**src/rtl/sym_err_counter_pkg.sv**
```systemverilog
// Shared types and defaults for the symbol error counter.
package sym_err_counter_pkg;

    // Acquisition state: searching for the end-to-end delay, or tracking errors at a fixed tap.
    typedef enum logic {
        SEARCH = 1'b0,
        LOCKED = 1'b1
    } state_e;

    localparam int unsigned DEF_MAX_DELAY   = 8;
    localparam int unsigned DEF_SYM_W       = 2;
    localparam int unsigned DEF_CNT_W       = 22;
    localparam int unsigned DEF_ACQ_LEN     = 64;
    localparam int unsigned DEF_ACQ_ERR_THR = 4;
    localparam int unsigned DEF_LOSS_THR    = 16;

    // Tap-select width; never zero so that a single-tap line still has a port.
    function automatic int unsigned sel_width(input int unsigned n);
        return (n > 1) ? $clog2(n) : 1;
    endfunction

endpackage

```
**src/rtl/sym_err_counter_delay_line.sv**
```systemverilog
// Reference-symbol shift register with a selectable output tap.
module sym_delay_line
    import sym_err_counter_pkg::*;
#(
    parameter int unsigned SYM_W     = DEF_SYM_W,
    parameter int unsigned MAX_DELAY = DEF_MAX_DELAY,
    localparam int unsigned SEL_W    = sel_width(MAX_DELAY)
) (
    input  logic             clk,
    input  logic             reset,
    input  logic             clk_en,
    input  logic [SYM_W-1:0] din,
    input  logic [SEL_W-1:0] sel,
    output logic [SYM_W-1:0] tap
);

    // dl[k] holds the reference symbol from k+1 enables ago.
    logic [SYM_W-1:0] dl [MAX_DELAY];

    // Shift on each symbol enable; synchronous clear.
    always_ff @(posedge clk) begin
        if (!reset) begin
            for (int unsigned k = 0; k < MAX_DELAY; k++) begin
                dl[k] <= '0;
            end
        end else if (clk_en) begin
            dl[0] <= din;
            for (int unsigned k = 1; k < MAX_DELAY; k++) begin
                dl[k] <= dl[k-1];
            end
        end
    end

    // Tap mux; an out-of-range select reads as zero.
    always_comb begin
        tap = '0;
        for (int unsigned k = 0; k < MAX_DELAY; k++) begin
            if (sel == SEL_W'(k)) begin
                tap = dl[k];
            end
        end
    end

endmodule

```
**src/rtl/sym_err_counter.sv**
```systemverilog
// Self-aligning symbol error counter: searches the delay tap that lines the transmitted
// reference up with the slicer output, then counts errors per LFSR period.
module sym_err_counter
    import sym_err_counter_pkg::*;
#(
    parameter int unsigned MAX_DELAY   = DEF_MAX_DELAY,
    parameter int unsigned SYM_W       = DEF_SYM_W,
    parameter int unsigned CNT_W       = DEF_CNT_W,
    parameter int unsigned ACQ_LEN     = DEF_ACQ_LEN,
    parameter int unsigned ACQ_ERR_THR = DEF_ACQ_ERR_THR,
    parameter int unsigned LOSS_THR    = DEF_LOSS_THR,
    localparam int unsigned SEL_W      = sel_width(MAX_DELAY)
) (
    input  logic             clk,
    input  logic             reset,
    input  logic             clk_en,
    input  logic             hold,
    input  logic [SYM_W-1:0] sym_ref,
    input  logic [SYM_W-1:0] sym_rx,
    output logic [CNT_W-1:0] err_count,
    output logic [CNT_W-1:0] sym_count,
    output logic             locked,
    output logic [SEL_W-1:0] delay_sel,
    output logic             sym_error
);

    localparam int unsigned WC_W = (ACQ_LEN > 1) ? $clog2(ACQ_LEN) : 1;
    localparam int unsigned WE_W = $clog2(ACQ_LEN + 1);

    state_e           state_q, state_d;
    logic [SEL_W-1:0] delay_sel_q, delay_sel_d, delay_next;
    logic [WC_W-1:0]  win_cnt_q, win_cnt_d;
    logic [WE_W-1:0]  win_err_q, win_err_d, win_err_inc;
    logic [CNT_W-1:0] acc_err_q, acc_err_d, acc_err_inc;
    logic [CNT_W-1:0] acc_sym_q, acc_sym_d, acc_sym_inc;
    logic [CNT_W-1:0] err_count_q, err_count_d;
    logic [CNT_W-1:0] sym_count_q, sym_count_d;
    logic             sym_error_q, sym_error_d;
    logic [SYM_W-1:0] tap;
    logic             mis, win_end;

    sym_delay_line #(
        .SYM_W     (SYM_W),
        .MAX_DELAY (MAX_DELAY)
    ) u_delay_line (
        .clk    (clk),
        .reset  (reset),
        .clk_en (clk_en),
        .din    (sym_ref),
        .sel    (delay_sel_q),
        .tap    (tap)
    );

    // Per-symbol compare and saturating increments, shared by both states.
    always_comb begin
        mis         = (sym_rx != tap);
        win_end     = (win_cnt_q == WC_W'(ACQ_LEN - 1));
        win_err_inc = (mis && (win_err_q != '1)) ? win_err_q + WE_W'(1) : win_err_q;
        acc_err_inc = (mis && (acc_err_q != '1)) ? acc_err_q + CNT_W'(1) : acc_err_q;
        acc_sym_inc = (acc_sym_q != '1) ? acc_sym_q + CNT_W'(1) : acc_sym_q;
        delay_next  = (delay_sel_q == SEL_W'(MAX_DELAY - 1)) ? '0 : delay_sel_q + SEL_W'(1);
    end

    // Next-state: window bookkeeping, search/lock decisions and period latching.
    always_comb begin
        state_d     = state_q;
        delay_sel_d = delay_sel_q;
        win_cnt_d   = win_cnt_q;
        win_err_d   = win_err_q;
        acc_err_d   = acc_err_q;
        acc_sym_d   = acc_sym_q;
        err_count_d = err_count_q;
        sym_count_d = sym_count_q;
        sym_error_d = sym_error_q;

        if (clk_en) begin
            win_cnt_d = win_end ? '0 : win_cnt_q + WC_W'(1);
            win_err_d = win_end ? '0 : win_err_inc;

            unique case (state_q)
                SEARCH: begin
                    sym_error_d = 1'b0;
                    if (win_end) begin
                        if (32'(win_err_inc) <= ACQ_ERR_THR) begin
                            state_d = LOCKED;
                        end else begin
                            delay_sel_d = delay_next;
                        end
                    end
                end
                LOCKED: begin
                    sym_error_d = mis;
                    acc_err_d   = acc_err_inc;
                    acc_sym_d   = acc_sym_inc;
                    // Current symbol belongs to the period being closed.
                    if (hold) begin
                        err_count_d = acc_err_inc;
                        sym_count_d = acc_sym_inc;
                        acc_err_d   = '0;
                        acc_sym_d   = '0;
                    end
                    if (win_end && (32'(win_err_inc) >= LOSS_THR)) begin
                        state_d     = SEARCH;
                        delay_sel_d = delay_next;
                        acc_err_d   = '0;
                        acc_sym_d   = '0;
                        sym_error_d = 1'b0;
                    end
                end
                default: state_d = SEARCH;
            endcase
        end
    end

    // State registers with synchronous active-low reset.
    always_ff @(posedge clk) begin
        if (!reset) begin
            state_q     <= SEARCH;
            delay_sel_q <= '0;
            win_cnt_q   <= '0;
            win_err_q   <= '0;
            acc_err_q   <= '0;
            acc_sym_q   <= '0;
            err_count_q <= '0;
            sym_count_q <= '0;
            sym_error_q <= 1'b0;
        end else begin
            state_q     <= state_d;
            delay_sel_q <= delay_sel_d;
            win_cnt_q   <= win_cnt_d;
            win_err_q   <= win_err_d;
            acc_err_q   <= acc_err_d;
            acc_sym_q   <= acc_sym_d;
            err_count_q <= err_count_d;
            sym_count_q <= sym_count_d;
            sym_error_q <= sym_error_d;
        end
    end

    // Outputs are straight register reads.
    always_comb begin
        err_count = err_count_q;
        sym_count = sym_count_q;
        locked    = (state_q == LOCKED);
        delay_sel = delay_sel_q;
        sym_error = sym_error_q;
    end

endmodule

```
**config.mk**
```make
export PLATFORM = sky130hd
export DESIGN_NAME = sym_err_counter
export DESIGN_NICKNAME = d
export VERILOG_FILES = /design/src/rtl/sym_err_counter_pkg.sv /design/src/rtl/sym_err_counter_delay_line.sv /design/src/rtl/sym_err_counter.sv
export SDC_FILE = /design/constraint.sdc
export NUM_CORES = 1
export LEC_CHECK = 0
export CAP_MARGIN = 0
export CELL_PAD_IN_SITES_DETAIL_PLACEMENT = 1
export CELL_PAD_IN_SITES_GLOBAL_PLACEMENT = 2
export CORE_MARGIN = 2
export CORE_UTILIZATION = 35
export DETAILED_ROUTE_END_ITERATION = 7
export PLACE_DENSITY = 0.77
export SLEW_MARGIN = 10
export SYNTH_ARGS = -nofsm -noshare
export SYNTH_HDL_FRONTEND = slang
export SYNTH_SLANG_ARGS = --single-unit
```
**constraint.sdc**
```tcl
create_clock -name clk -period 3.4 [get_ports clk]
set_input_delay 0.68 -clock clk [delete_from_list [all_inputs] [get_ports clk]]
set_output_delay 0.68 -clock clk [all_outputs]
set_load 0.01 [all_outputs]
```
* After elaboration in Yosys (flattened, before gate mapping)
Memory sizes are Yosys's and may differ from the RTL's. Index checks and enable logic that the tools add are counted.
Cells by class: $add $sub $neg 5, order comparisons 2, equal/unequal tests 15, multiplexer cells 40, bitwise operators 9, reduce and logical (&&, ||, !) cells 7
Operators by type and width (count):
- 22-bit two-way mux | 6
- 22-bit by 1-bit adder with 22-bit output, second input constant | 2
- 22-bit != test, second input constant | 2
- 2-bit two-way mux | 16
- 7-bit two-way mux | 2
- 3-bit equality test, second input constant | 4
- 3-bit two-way mux | 4
- 1-bit two-way mux | 8
- 1-bit OR | 8
- 7-bit by 1-bit adder with 7-bit output, second input constant | 1
- 7-bit by 5-bit greater-or-equal comparator with 1-bit output, second input constant | 1
- 7-bit by 3-bit less-or-equal comparator with 1-bit output, second input constant | 1
- 7-bit != test, second input constant | 1
- 6-bit by 1-bit adder with 6-bit output, second input constant | 1
- 3-bit by 2-bit equality test with 1-bit output, second input constant | 2
- 6-bit equality test, second input constant | 1
- 6-bit two-way mux | 1
- 3-bit one-hot mux with 2 select lines | 1
- 2-bit != test, second input constant | 2
- 1-bit one-hot mux with 2 select lines | 2
- 4-bit AND reduction | 1
- 3-bit by 1-bit adder with 3-bit output, second input constant | 1
- 3-bit by 1-bit equality test with 1-bit output, second input constant | 1
- 1-bit logical AND | 3
- other kinds (6) | 6
Storage, ports and cells: flip-flop bits (word level) 106, memory bits (writable) 16, input port bits 8, output and inout port bits 49, word-level logic and storage cells 88, memories kept 1
Memories:
- u_delay_line.dl | depth 8, width 2, read ports 8, clocked after memory_dff 0, wr ports 8, line sym_err_counter_delay_line.sv:18 | logic [SYM_W-1:0] dl [MAX_DELAY];

* Depth between registers and ports, before layout
Gate-level depths: netlist (run 1).
word-level depth 16, mapped depth 13, gate-level depth less buffers 10

* Hierarchy
Synthesis (run 1) repeated with hierarchy kept, for this count alone.
Second synthesis, totals: cells, all modules 699, area total of the unflattened synthesis 6152.2 µm²
Modules (own cells, without submodules):
- sym_err_counter | times used 1, cells each 647, area each 5383.9 µm², seq. area each 2122.0 µm²
- sym_delay_line | times used 1, cells each 52, area each 768.2 µm², seq. area each 480.5 µm²

* Least setup slack after synthesis (run 1)
OpenSTA, ideal clock, no wires.
kind reg2reg, from register delay_sel_q[0], in the netlist delay_sel[0], to register acc_err_q[0], setup time 0.074 ns, arrival 3.050 ns, required time 3.326 ns, path slack 0.276 ns, stages on the path, launching flop included 13, path buffers 2, clock period less this slack 3.124 ns, path through dfxtp_1 > inv_1 > ha_1 > buf_2 > nor2b_1 > a2111oi_2 > nor3_1 > nor3_1 > o2111ai_1 > a21o_1 > buf_6 > or4_1 > a31oi_1
On the way: cells in the longest elaborated chain, start to end 15, elaborated cells on any way between the ends 25, classes of those cells order compare: 1; eq/ne: 8; mux: 12; reduce/logical: 4
Ends and longest elaborated chain:
- from (decl) | line sym_err_counter.sv:31 | logic [SEL_W-1:0] delay_sel_q, delay_sel_d, delay_next;
- from (signal assigned) | line sym_err_counter.sv:129 | delay_sel_q <= delay_sel_d;
- 3-bit logical NOT | line sym_err_counter_delay_line.sv:38 | if (sel == SEL_W'(k)) begin
- 2-bit two-way mux (7 in series) | line sym_err_counter_delay_line.sv:38
- 2-bit two-way mux * | line sym_err_counter_delay_line.sv:38
- 2-bit != test * | line sym_err_counter.sv:56 | mis = (sym_rx != tap);
- 1-bit logical AND | line sym_err_counter.sv:58 | win_err_inc = (mis && (win_err_q != '1)) ? win_err_q + WE_W'(1) : win_err_q;
- 7-bit two-way mux | line sym_err_counter.sv:58
- 7-bit by 5-bit greater-or-equal comparator with 1-bit output | line sym_err_counter.sv:102 | if (win_end && (32'(win_err_inc) >= LOSS_THR)) begin
- 1-bit logical AND | line sym_err_counter.sv:102
- 22-bit two-way mux * | line sym_err_counter.sv:102
- to (signal assigned) | line sym_err_counter.sv:132 | acc_err_q <= acc_err_d;
- to (decl) | line sym_err_counter.sv:34 | logic [CNT_W-1:0] acc_err_q, acc_err_d, acc_err_inc;
Mark *: on every way between the ends. The rest lies on a longest branch, timed or not. A chain may end at the register's enable or synchronous reset.

* Worst setup path after layout (run 1)
from register delay_sel_q[1], in the netlist delay_sel[1], to register acc_err_q[0]
Same word-level chain as after synthesis.

==> results.sh, run 1 <==
export IMPL_status="complete, no violations"
export IMPL_hold_viol=0
export IMPL_dp_slack_ns=-0.187
export IMPL_crit_type="reg -> reg"
export IMPL_intPower_mw=2.68
export IMPL_finalWorstPathRequiredPeriod_ns=3.21
export IMPL_design_die_area_um2=19100
export IMPL_synthMuxAreaShare=0.0121
export IMPL_die_x_um=138
export IMPL_pwr_share_comb=0.049
export IMPL_via_per_inst=5.63
export IMPL_die_h_um=138
export IMPL_tightest_slew_ns=0.896
export IMPL_synth_common_cells="dfxtp_1 (106), nand2_1 (88), nor2_1 (67), a21oi_1 (55), o21ai_0 (50)"
export IMPL_ys_seq_elements=122
export IMPL_clkTransAtPathRegs_ns=0.06
export IMPL_seqPwrFrac=0.432
export IMPL_final_nets=861
export IMPL_yosys_warnings=0
export IMPL_clockBufferDepth=2
export IMPL_p_sw_mw=0.777
export IMPL_leakagePower_nw=2.83
export IMPL_avgSynthCellArea_um2=8.20
export IMPL_worstSetupStartpointType="register"
export IMPL_wire_per_inst_um=18.2
export IMPL_hp_class="reg -> reg"
export IMPL_numPortBuffers=56
export IMPL_ys_top_cells_by_area="dfxtp_1 (34%), edfxtp_1 (7.6%), nand2_1 (5.2%)"
export IMPL_report_final_slew_viol_count=0
export IMPL_antennaDiodeCount=0
export IMPL_synth_top_area_cell="dfxtp_1"
export IMPL_cts_tree="yes"
export IMPL_swShare=0.224
export IMPL_end_kind="register"
export IMPL_clock_sinks=122
export IMPL_setup_ws_ns=0.194
export IMPL_grt_max_degree=63
export IMPL_syn_to_final_growth_pct=26.6
export IMPL_synth_edff_count=16
export IMPL_power_frac_clock=0.520
export IMPL_grt_overflow=0
export IMPL_synth_flop_cell="dfxtp_1"
export IMPL_htree_levels=4
export IMPL_rsz0062_at_grt="no"
export IMPL_powerDensity_nw_per_um2=434
export IMPL_critical_path_required_ns=3.75
export IMPL_insertion_delay_ns=0.43
export IMPL_arrival_ns=3.55
export IMPL_netlist_area_um2=6300
export IMPL_grt_pass1_vias=6388
export IMPL_routed_wl_um=19800
export IMPL_antenna_found_initial=0
export IMPL_fmax_mhz=312
export IMPL_post_cts_buffers=0
export IMPL_drc=0
export IMPL_ios=57
export IMPL_cap_violations=0
export IMPL_critPathMaxFanout=17
export IMPL_peakVddDrop_mv=0.353
export IMPL_setup_viol=0
export IMPL_synth_top_family_by_area="simple AND/OR/NAND/NOR gates"
export IMPL_cts_made_buffers=17
export IMPL_synthDistinctLibCells=65
export IMPL_cts_hold_buf=0
export IMPL_antenna_left=0
export IMPL_relSlewSlack=0.401
export IMPL_synth_xor_area_frac=0.0556
export IMPL_synth_top_area_frac=0.337
export IMPL_synthSimpleGateAreaFrac=0.254
export IMPL_synth_most_common_cell="dfxtp_1"
export IMPL_fin_crit_sh=0.943
export IMPL_root_buffer="clkbuf_16"
export IMPL_start_util=0.353
export IMPL_fin_cells=1085
export IMPL_synth_compound_area_frac=0.206
export IMPL_yosysSeqAreaShare=0.413
export IMPL_via_count=6113
export IMPL_dpl_cell_count=1053
export IMPL_fillers=2082
export IMPL_dr_pass1_iters=4
export IMPL_drt_iter0_markers=425
export IMPL_final_layout_size_suffix_gt1_frac=0.112
export IMPL_async_flop_share=0
export IMPL_fin_skew_ns=0.0135
export IMPL_place_hpwl_um=13700
export IMPL_grt_pass1_wl_um=33200
export IMPL_syn_num_nets=787
export IMPL_core_area_um2=17800
export IMPL_synthCells=769
export IMPL_rows=49
export IMPL_track_usage=0.213
export IMPL_gp_congestion=0.905
export IMPL_synthAdderAreaFrac=0.0198
==> path summary, 6_finish.rpt <==
path	from	to	slack, ns	cells past startpoint
worst max register to register	delay_sel[1]	acc_err_q[0]	0.19	11
worst min register to register	sym_error	sym_error	0.47	2
worst min-delay path	sym_error	sym_error	0.47	2
worst max-delay path	delay_sel[1]	acc_err_q[0]	0.19	11
==> per-stage QoR <==
step	power [mW]	utilization	TNS, ns	instance area [µm²]	hold slack (ns)
floorplan	1.61	-	0	6300	0.443
global placement	1.68	0.412	0	7350	0.454
detailed placement	1.69	0.412	-1.73	7350	0.458
CTS	3.50	0.445	0	7950	0.476
global route	3.59	0.447	0	7980	0.518
finish	3.46	0.447	0	7980	0.473
==> cell type report <==
class	count	area, µm²	share of cell area
tap	229	287	0.0359
timing repair buffer	101	943	0.118
inverter	17	63.8	0.00799
sequential	122	2600	0.326
clock buffer	26	531	0.0665
clock inverter	6	57.6	0.00721
multi-input combinational	584	3500	0.438
==> power by group through the flow <==
stage	logic (mW)	clock network, mW	registers, mW
final	0.168	1.80	1.49
after global routing	0.183	1.92	1.50
after CTS	0.165	1.84	1.49
after detailed placement	0.163	0	1.52
after global placement	0.157	0	1.52
after floorplan	0.0913	0	1.52
==> cell usage in the layout (no fill, tap or decap), types with 4 or more instances in the layout <==
cell / count
clkbuf_8: 5
buf_4: 41
edfxtp_1: 16
and3_1: 36
clkdlybuf4s50_1: 55
a21o_1: 7
a21oi_1: 53
nor2_1: 67
o21ai_0: 49
a211oi_1: 19
ha_1: 8
clkinv_2: 4
or3_1: 5
inv_1: 16
nand3_1: 37
mux2i_1: 5
nand2_1: 88
or4_1: 12
nand3b_1: 6
and2_1: 17
buf_12: 4
xnor2_1: 21
a31oi_1: 29
nand2b_1: 6
a22o_1: 4
xor2_1: 19
nor3_1: 14
dfxtp_1: 105
clkbuf_16: 18
nand4_1: 15
==> state kept, by name, indices dropped and copies added, names as in the netlist <==
register and cells:
win_cnt_q 6, u_delay_line.dl 16, sym_error 1, sym_count 22, acc_err_q 22, locked 1, err_count 22, win_err_q 7
acc_sym_q 22, delay_sel 3
==> critical path: stages, from the launching register on <==
cell	delay [ns]
dfxtp_1	0.35
inv_1	0.11
ha_2	0.27
or3b_1	0.40
a211oi_2	0.22
o32ai_1	0.12
mux2_4	0.32
o31a_1	0.30
a21o_1	0.21
buf_12	0.16
or4_1	0.48
a31oi_1	0.18
==> what timing repair did <==
action / in CTS / in global routing
pin swaps: 0 / 0
cloned: 0 / 0
resized for setup: 1 / 9
endpoints found under the hold margin: 0 / 0
endpoints found under the setup margin: 4 / 26
==> per-layer routing <==
layer	GRT usage	part of all wire	vias to the layer above
li1	-	-	2959
met1	0.270	0.46	2999
met2	0.360	0.48	116
met3	0.0374	0.034	39
met4	0.0849	0.022	0
met5	0	0	-
==> logic make-up (layout without fill, tap and decap cells) <==
kind of cell               Yosys count  count (layout)
DFF                                122             122
xor gates and xnor gates            40              40
buffers and inverters               63             150
and+or+nand+nor                    322             322
muxes                                7               7
adders and majority gates           10              10
AOI/OAI and AO/OA                  205             205
Note: power is estimated with default switching activity, not from simulation.
==> run 2, diff against run 1 <==
--- a/config.mk
+++ b/config.mk
@@ -11,6 +11,7 @@
 export CORE_MARGIN = 2
 export CORE_UTILIZATION = 35
 export DETAILED_ROUTE_END_ITERATION = 7
+export GPL_TIMING_DRIVEN = 0
 export PLACE_DENSITY = 0.77
 export SLEW_MARGIN = 10
 export SYNTH_ARGS = -nofsm -noshare
==> run 2 against run 1 <==
Against the previous run:
- combinational power is 13% higher
- clock skew is 0.0029 ns lower
- non-clock buffer count is 15 higher
- hold slack worse by 0.018 ns
- largest cell class unchanged
==> results.sh, run 2 (synthesis results as in run 1) <==
export IMPL_start_util=0.353
export IMPL_max_stage_delay_ns=0.48
export IMPL_crit_start="delay_sel[0]"
export IMPL_cts_made_buffers=17
export IMPL_status="complete, no violations"
export IMPL_core_area_um2=17800
export IMPL_finalWorstPathRequiredPeriod_ns=3.33
export IMPL_fin_skew_ns=0.0106
export IMPL_powerDensity_nw_per_um2=426
export IMPL_antennaDiodeCount=0
export IMPL_layout_cells_most_common="dfxtp_1"
export IMPL_setup_tns_ns=0
export IMPL_finalInstanceArea_um2=8110
export IMPL_drc=0
export IMPL_hold_viol=0
export IMPL_final_nets=876
export IMPL_syn_to_final_growth_pct=28.7
export IMPL_design_die_area_um2=19100
export IMPL_crit_path_frequent_cell="buf_12"
export IMPL_arrival_ns=3.68
export IMPL_peakVddDrop_mv=0.356
export IMPL_grt_overflow=0
export IMPL_routed_wl_um=23000
export IMPL_htree_levels=4
export IMPL_critPathMaxFanout=8
export IMPL_final_layout_size_suffix_gt1_frac=0.107
export IMPL_crit_chain="buf_12 -> ha_4 -> nand3b_1 -> a2111oi_4 -> o2111a_2 -> nor3_4 -> buf_4 -> o31a_1 -> a21o_4 -> buf_12 -> or4_1 -> a31oi_1"
export IMPL_ios=57
export IMPL_drt_iter0_markers=346
export IMPL_grt_pass1_vias=6368
export IMPL_root_buffer="clkbuf_16"
export IMPL_critPathBufInv=3
export IMPL_antenna_found_initial=0
export IMPL_gp_congestion=0.843
export IMPL_hp_class="reg -> reg"
export IMPL_grt_pass1_wl_um=35900
export IMPL_tightest_slew_ns=0.826
export IMPL_fin_crit_sh=0.981
export IMPL_place_hpwl_um=16300
export IMPL_final_cell_mix="dfxtp_1 (104), nand2_1 (87), nor2_1 (67)"
export IMPL_antenna_left=0
export IMPL_numPortBuffers=55
export IMPL_crit_slowest_cell="or4_1"
export IMPL_place_area_um2=7140
export IMPL_rows=49
export IMPL_die_x_um=138
export IMPL_r2r_end="acc_sym_q[5]"
export IMPL_insertion_delay_ns=0.43
export IMPL_wire_per_inst_um=20.9
export IMPL_die_h_um=138
export IMPL_cap_violations=0
export IMPL_clkTransAtPathRegs_ns=0.06
export IMPL_leakagePower_nw=2.79
export IMPL_end_kind="register"
export IMPL_grt_max_degree=18
export IMPL_dr_pass1_iters=5
export IMPL_cts_tree="yes"
export IMPL_crit_path_end="acc_sym_q[5]"
export IMPL_via_per_inst=5.69
export IMPL_relSlewSlack=0.447
export IMPL_report_final_slew_viol_count=0
export IMPL_clock_sinks=122
export IMPL_track_usage=0.240
export IMPL_reg2reg_depth=12
export IMPL_finalPower_mw=3.46
export IMPL_clockBufferDepth=2
export IMPL_fmax_mhz=300
export IMPL_cp_depth=12
export IMPL_crit_type="reg -> reg"
export IMPL_reg2reg_from="delay_sel[0]"
export IMPL_critical_path_required_ns=3.75
export IMPL_r2r_slack_ns=0.07
export IMPL_setup_viol=0
export IMPL_via_count=6243
export IMPL_worstSetupStartpointType="register"
export IMPL_cp_top_family="compound AO/OA/AOI/OAI gates"
-- run 2: changes by cell type in the layout (fill, tap and decap cells not counted), sizes merged --
cell / change
clkbuf: +38
buf: -26
dlymetal6s2s: +1
clkdlybuf4s50: -1
clkinvlp: +2
inv: -1
-- run 2: worst min-delay path by stage --
stage / start / endpoint / slack, ns / depth (start not counted)
floorplan: win_err_q[5] / win_err_q[5] / 0.44 / 1
CTS: sym_count[2] / sym_count[2] / 0.46 / 2
detailed placement: sym_count[2] / sym_count[2] / 0.45 / 2
global route: sym_count[2] / sym_count[2] / 0.49 / 2
finish: sym_count[2] / sym_count[2] / 0.46 / 2
global placement: sym_count[2] / sym_count[2] / 0.45 / 2
-- run 2: timing repair --
item / 4_1_cts / 5_1_grt
hold buffers: 0 / 0
gates cloned: 0 / 1
endpoints found under the setup margin: 66 / 47
pin swaps: 11 / 12
setup buffers: 11 / 5
gates resized for setup: 42 / 17
-- run 2: cell type report --
class / instances / area (µm²)
clock buffers: 23 / 499
repair buffers: 71 / 716
inverters: 17 / 70.1
fillers: 2075 / 9730
flip-flops and latches: 122 / 2610
clock inverters: 7 / 65.1
multi-input cells: 584 / 3660
plain buffers: 45 / 209
well taps: 229 / 287
-- run 2: stage by stage --
step,hold WS [ns],utilization,worst slack (ns),instances
2_1_floorplan,0.443,-,0.276,769
3_3_place_gp,0.450,0.400,-0.895,1053
3_5_place_dp,0.453,0.400,-1.03,1053
4_1_cts,0.463,0.447,0.00130,1094
5_1_grt,0.490,0.455,-0.0132,1098
6_report,0.455,0.455,0.0661,1098
-- run 2: worst reg2reg max path: stages (launching register included) --
cell	delay [ns]
dfxtp_4	0.36
buf_12	0.13
ha_4	0.17
nand3b_1	0.22
a2111oi_4	0.42
o2111a_2	0.28
nor3_4	0.08
buf_4	0.16
o31a_1	0.36
a21o_4	0.31
buf_12	0.14
or4_1	0.48
a31oi_1	0.16
-- run 2: metal layers --
metal	track usage	share of wire	vias to the layer above	wire (µm)
li1	-	-	2978	-
met1	0.314	0.46	3150	10700
met2	0.413	0.49	96	11300
met3	0.0353	0.032	19	728
met4	0.0677	0.012	0	272
met5	0	0	-	0
-- run 2: power breakdown --
| part | total [mW] | leakage, nW | internal [mW] | switching (mW) |
|---|---|---|---|---|
| Sequential | 1.49 | 1.03 | 1.48 | 0.0132 |
| Clock | 1.78 | 0.276 | 1.09 | 0.685 |
| Combinational | 0.189 | 1.49 | 0.0651 | 0.124 |
==> run 3, diff against run 2 <==
--- a/config.mk
+++ b/config.mk
@@ -5,14 +5,13 @@
 export SDC_FILE = /design/constraint.sdc
 export NUM_CORES = 1
 export LEC_CHECK = 0
-export CAP_MARGIN = 0
-export CELL_PAD_IN_SITES_DETAIL_PLACEMENT = 1
-export CELL_PAD_IN_SITES_GLOBAL_PLACEMENT = 2
+export CELL_PAD_IN_SITES_DETAIL_PLACEMENT = 0
+export CELL_PAD_IN_SITES_GLOBAL_PLACEMENT = 1
 export CORE_MARGIN = 2
-export CORE_UTILIZATION = 35
+export CORE_UTILIZATION = 43
 export DETAILED_ROUTE_END_ITERATION = 7
 export GPL_TIMING_DRIVEN = 0
-export PLACE_DENSITY = 0.77
+export PLACE_DENSITY = 0.76
 export SLEW_MARGIN = 10
 export SYNTH_ARGS = -nofsm -noshare
 export SYNTH_HDL_FRONTEND = slang
==> run 3 against run 2 <==
Against the previous run:
- die area is 18% lower
- via count is 2.2% lower
- critical endpoint is now acc_err_q[0]
- cell count is 4.5% lower
==> results.sh, run 3 (synthesis results as in run 1) <==
export IMPL_crit_chain="buf_12 -> ha_4 -> or3b_4 -> a211oi_4 -> o32ai_4 -> mux2_4 -> o31a_1 -> a21o_4 -> buf_12 -> or4_1 -> a31oi_1"
export IMPL_fin_crit_sh=0.975
export IMPL_gp_congestion=0.886
export IMPL_dr_wl_met2_um=9300
export IMPL_antenna_left=0
export IMPL_root_buffer="clkbuf_16"
export IMPL_p_sw_mw=0.818
export IMPL_hold_viol=0
export IMPL_seqPwrFrac=0.428
export IMPL_final_layout_size_suffix_gt1_frac=0.101
export IMPL_die_x_um=125
export IMPL_clkTransAtPathRegs_ns=0.06
export IMPL_grt_overflow=0
export IMPL_fin_cells=1049
export IMPL_finalWorstPathRequiredPeriod_ns=3.31
export IMPL_top_layer_used="met4"
export IMPL_layout_cells_most_common="dfxtp_1"
export IMPL_leakagePower_nw=2.75
export IMPL_wire_per_inst_um=19.3
export IMPL_setup_viol=0
export IMPL_swShare=0.235
export IMPL_arrival_ns=3.66
export IMPL_die_h_um=125
export IMPL_dpl_cell_count=1008
export IMPL_hold_ws_ns=0.464
export IMPL_syn_to_final_growth_pct=26.2
export IMPL_final_nets=870
export IMPL_dp_slack_ns=-0.825
export IMPL_setup_tns_ns=0
export IMPL_rows=44
export IMPL_drt_met1_wl_um=9740
export IMPL_crit_path_frequent_cell="buf_12"
export IMPL_place_hpwl_um=14300
export IMPL_final_cell_mix="dfxtp_1 (103), nand2_1 (87), nor2_1 (67)"
export IMPL_intPower_mw=2.66
export IMPL_grt_max_degree=18
export IMPL_start_util=0.437
export IMPL_cts_tree="yes"
export IMPL_design_die_area_um2=15600
export IMPL_numPortBuffers=55
export IMPL_cts_made_buffers=17
export IMPL_crit_type="reg -> reg"
export IMPL_worstSetupStartpointType="register"
export IMPL_fillers=1340
export IMPL_via_count=6108
export IMPL_max_stage_delay_ns=0.47
export IMPL_fin_skew_ns=0.00753
export IMPL_drt_iter0_markers=554
export IMPL_antenna_found_initial=0
export IMPL_relSlewSlack=0.436
export IMPL_htree_levels=4
export IMPL_grt_pass1_wl_um=32100
export IMPL_via_per_inst=5.82
export IMPL_hp_class="reg -> reg"
export IMPL_grt_pass1_vias=5754
export IMPL_drc=0
export IMPL_cp_top_family="compound AO/OA/AOI/OAI gates"
export IMPL_end_kind="register"
export IMPL_cap_violations=0
export IMPL_finalPower_mw=3.48
export IMPL_antennaDiodeCount=0
export IMPL_fmax_mhz=302
export IMPL_cts_hold_buf=0
export IMPL_power_frac_clock=0.521
export IMPL_status="complete, no violations"
export IMPL_ios=57
export IMPL_insertion_delay_ns=0.42
export IMPL_powerDensity_nw_per_um2=438
export IMPL_report_final_slew_viol_count=0
export IMPL_clockBufferDepth=2
export IMPL_critPathBufInv=2
export IMPL_clock_sinks=122
export IMPL_routed_wl_met3_um=1020
export IMPL_critical_path_required_ns=3.74
export IMPL_tightest_slew_ns=0.843
export IMPL_pwr_share_comb=0.051
export IMPL_crit_slowest_cell="or4_1"
export IMPL_peakVddDrop_mv=0.304
export IMPL_critPathMaxFanout=10
export IMPL_dr_pass1_iters=5
export IMPL_routed_wl_um=20300
export IMPL_core_area_um2=14400
export IMPL_setup_ws_ns=0.0860
export IMPL_track_usage=0.259
[run 3: cell type report]
type                    instances  area (µm²)  share of cell area
multi-input cells             584        3610               0.454
plain buffers                  45         208              0.0261
clock buffers                  22         507              0.0637
clock inverters                10        85.1              0.0107
inverters                      17        67.6             0.00849
repair buffers                 65         638              0.0802
flip-flops and latches        122        2610               0.328
well taps                     184         230              0.0289
[run 3: timing repair]
item / in CTS / in global routing
setup buffers: 4 / 6
pin swaps: 4 / 7
endpoints found under the setup margin: 59 / 44
gates resized for setup: 21 / 31
cloned: 0 / 0
[run 3: path summary, 6_finish.rpt]
path | startpoint | endpoint | slack, ns | cells after the start
worst max-delay path | delay_sel[0] | acc_err_q[0] | 0.09 | 11
worst min-delay path | sym_count[21] | sym_count[21] | 0.46 | 2
worst max register to register | delay_sel[0] | acc_err_q[0] | 0.09 | 11
worst min register to register | sym_count[21] | sym_count[21] | 0.46 | 2
[run 3: routing by layer]
metal	global-route usage	vias to the layer above
met1	0.366	2933
met2	0.407	189
li1	-	2961
met4	0.0647	0
met3	0.0509	25
met5	0	-
[run 3: stage by stage]
stage | area [µm²] | utilization
4_1_cts | 7790 | 0.540
5_1_grt | 7960 | 0.552
2_1_floorplan | 6300 | -
6_report | 7960 | 0.552
3_3_place_gp | 7090 | 0.491
3_5_place_dp | 7090 | 0.491
[run 3: worst reg2reg max path, stage by stage, from the launching register on]
cell	delay, ns
dfxtp_4	0.38
buf_12	0.11
ha_4	0.16
or3b_4	0.41
a211oi_4	0.25
o32ai_4	0.10
mux2_4	0.33
o31a_1	0.40
a21o_4	0.30
buf_12	0.16
or4_1	0.47
a31oi_1	0.17
[run 3: power groups by stage]
stage               logic, mW  clock network (mW)  registers [mW]
global route            0.190                1.90            1.49
finish                  0.178                1.81            1.49
floorplan              0.0913                   0            1.52
detailed placement      0.149                   0            1.52
CTS                     0.160                1.83            1.49
global placement        0.149                   0            1.52
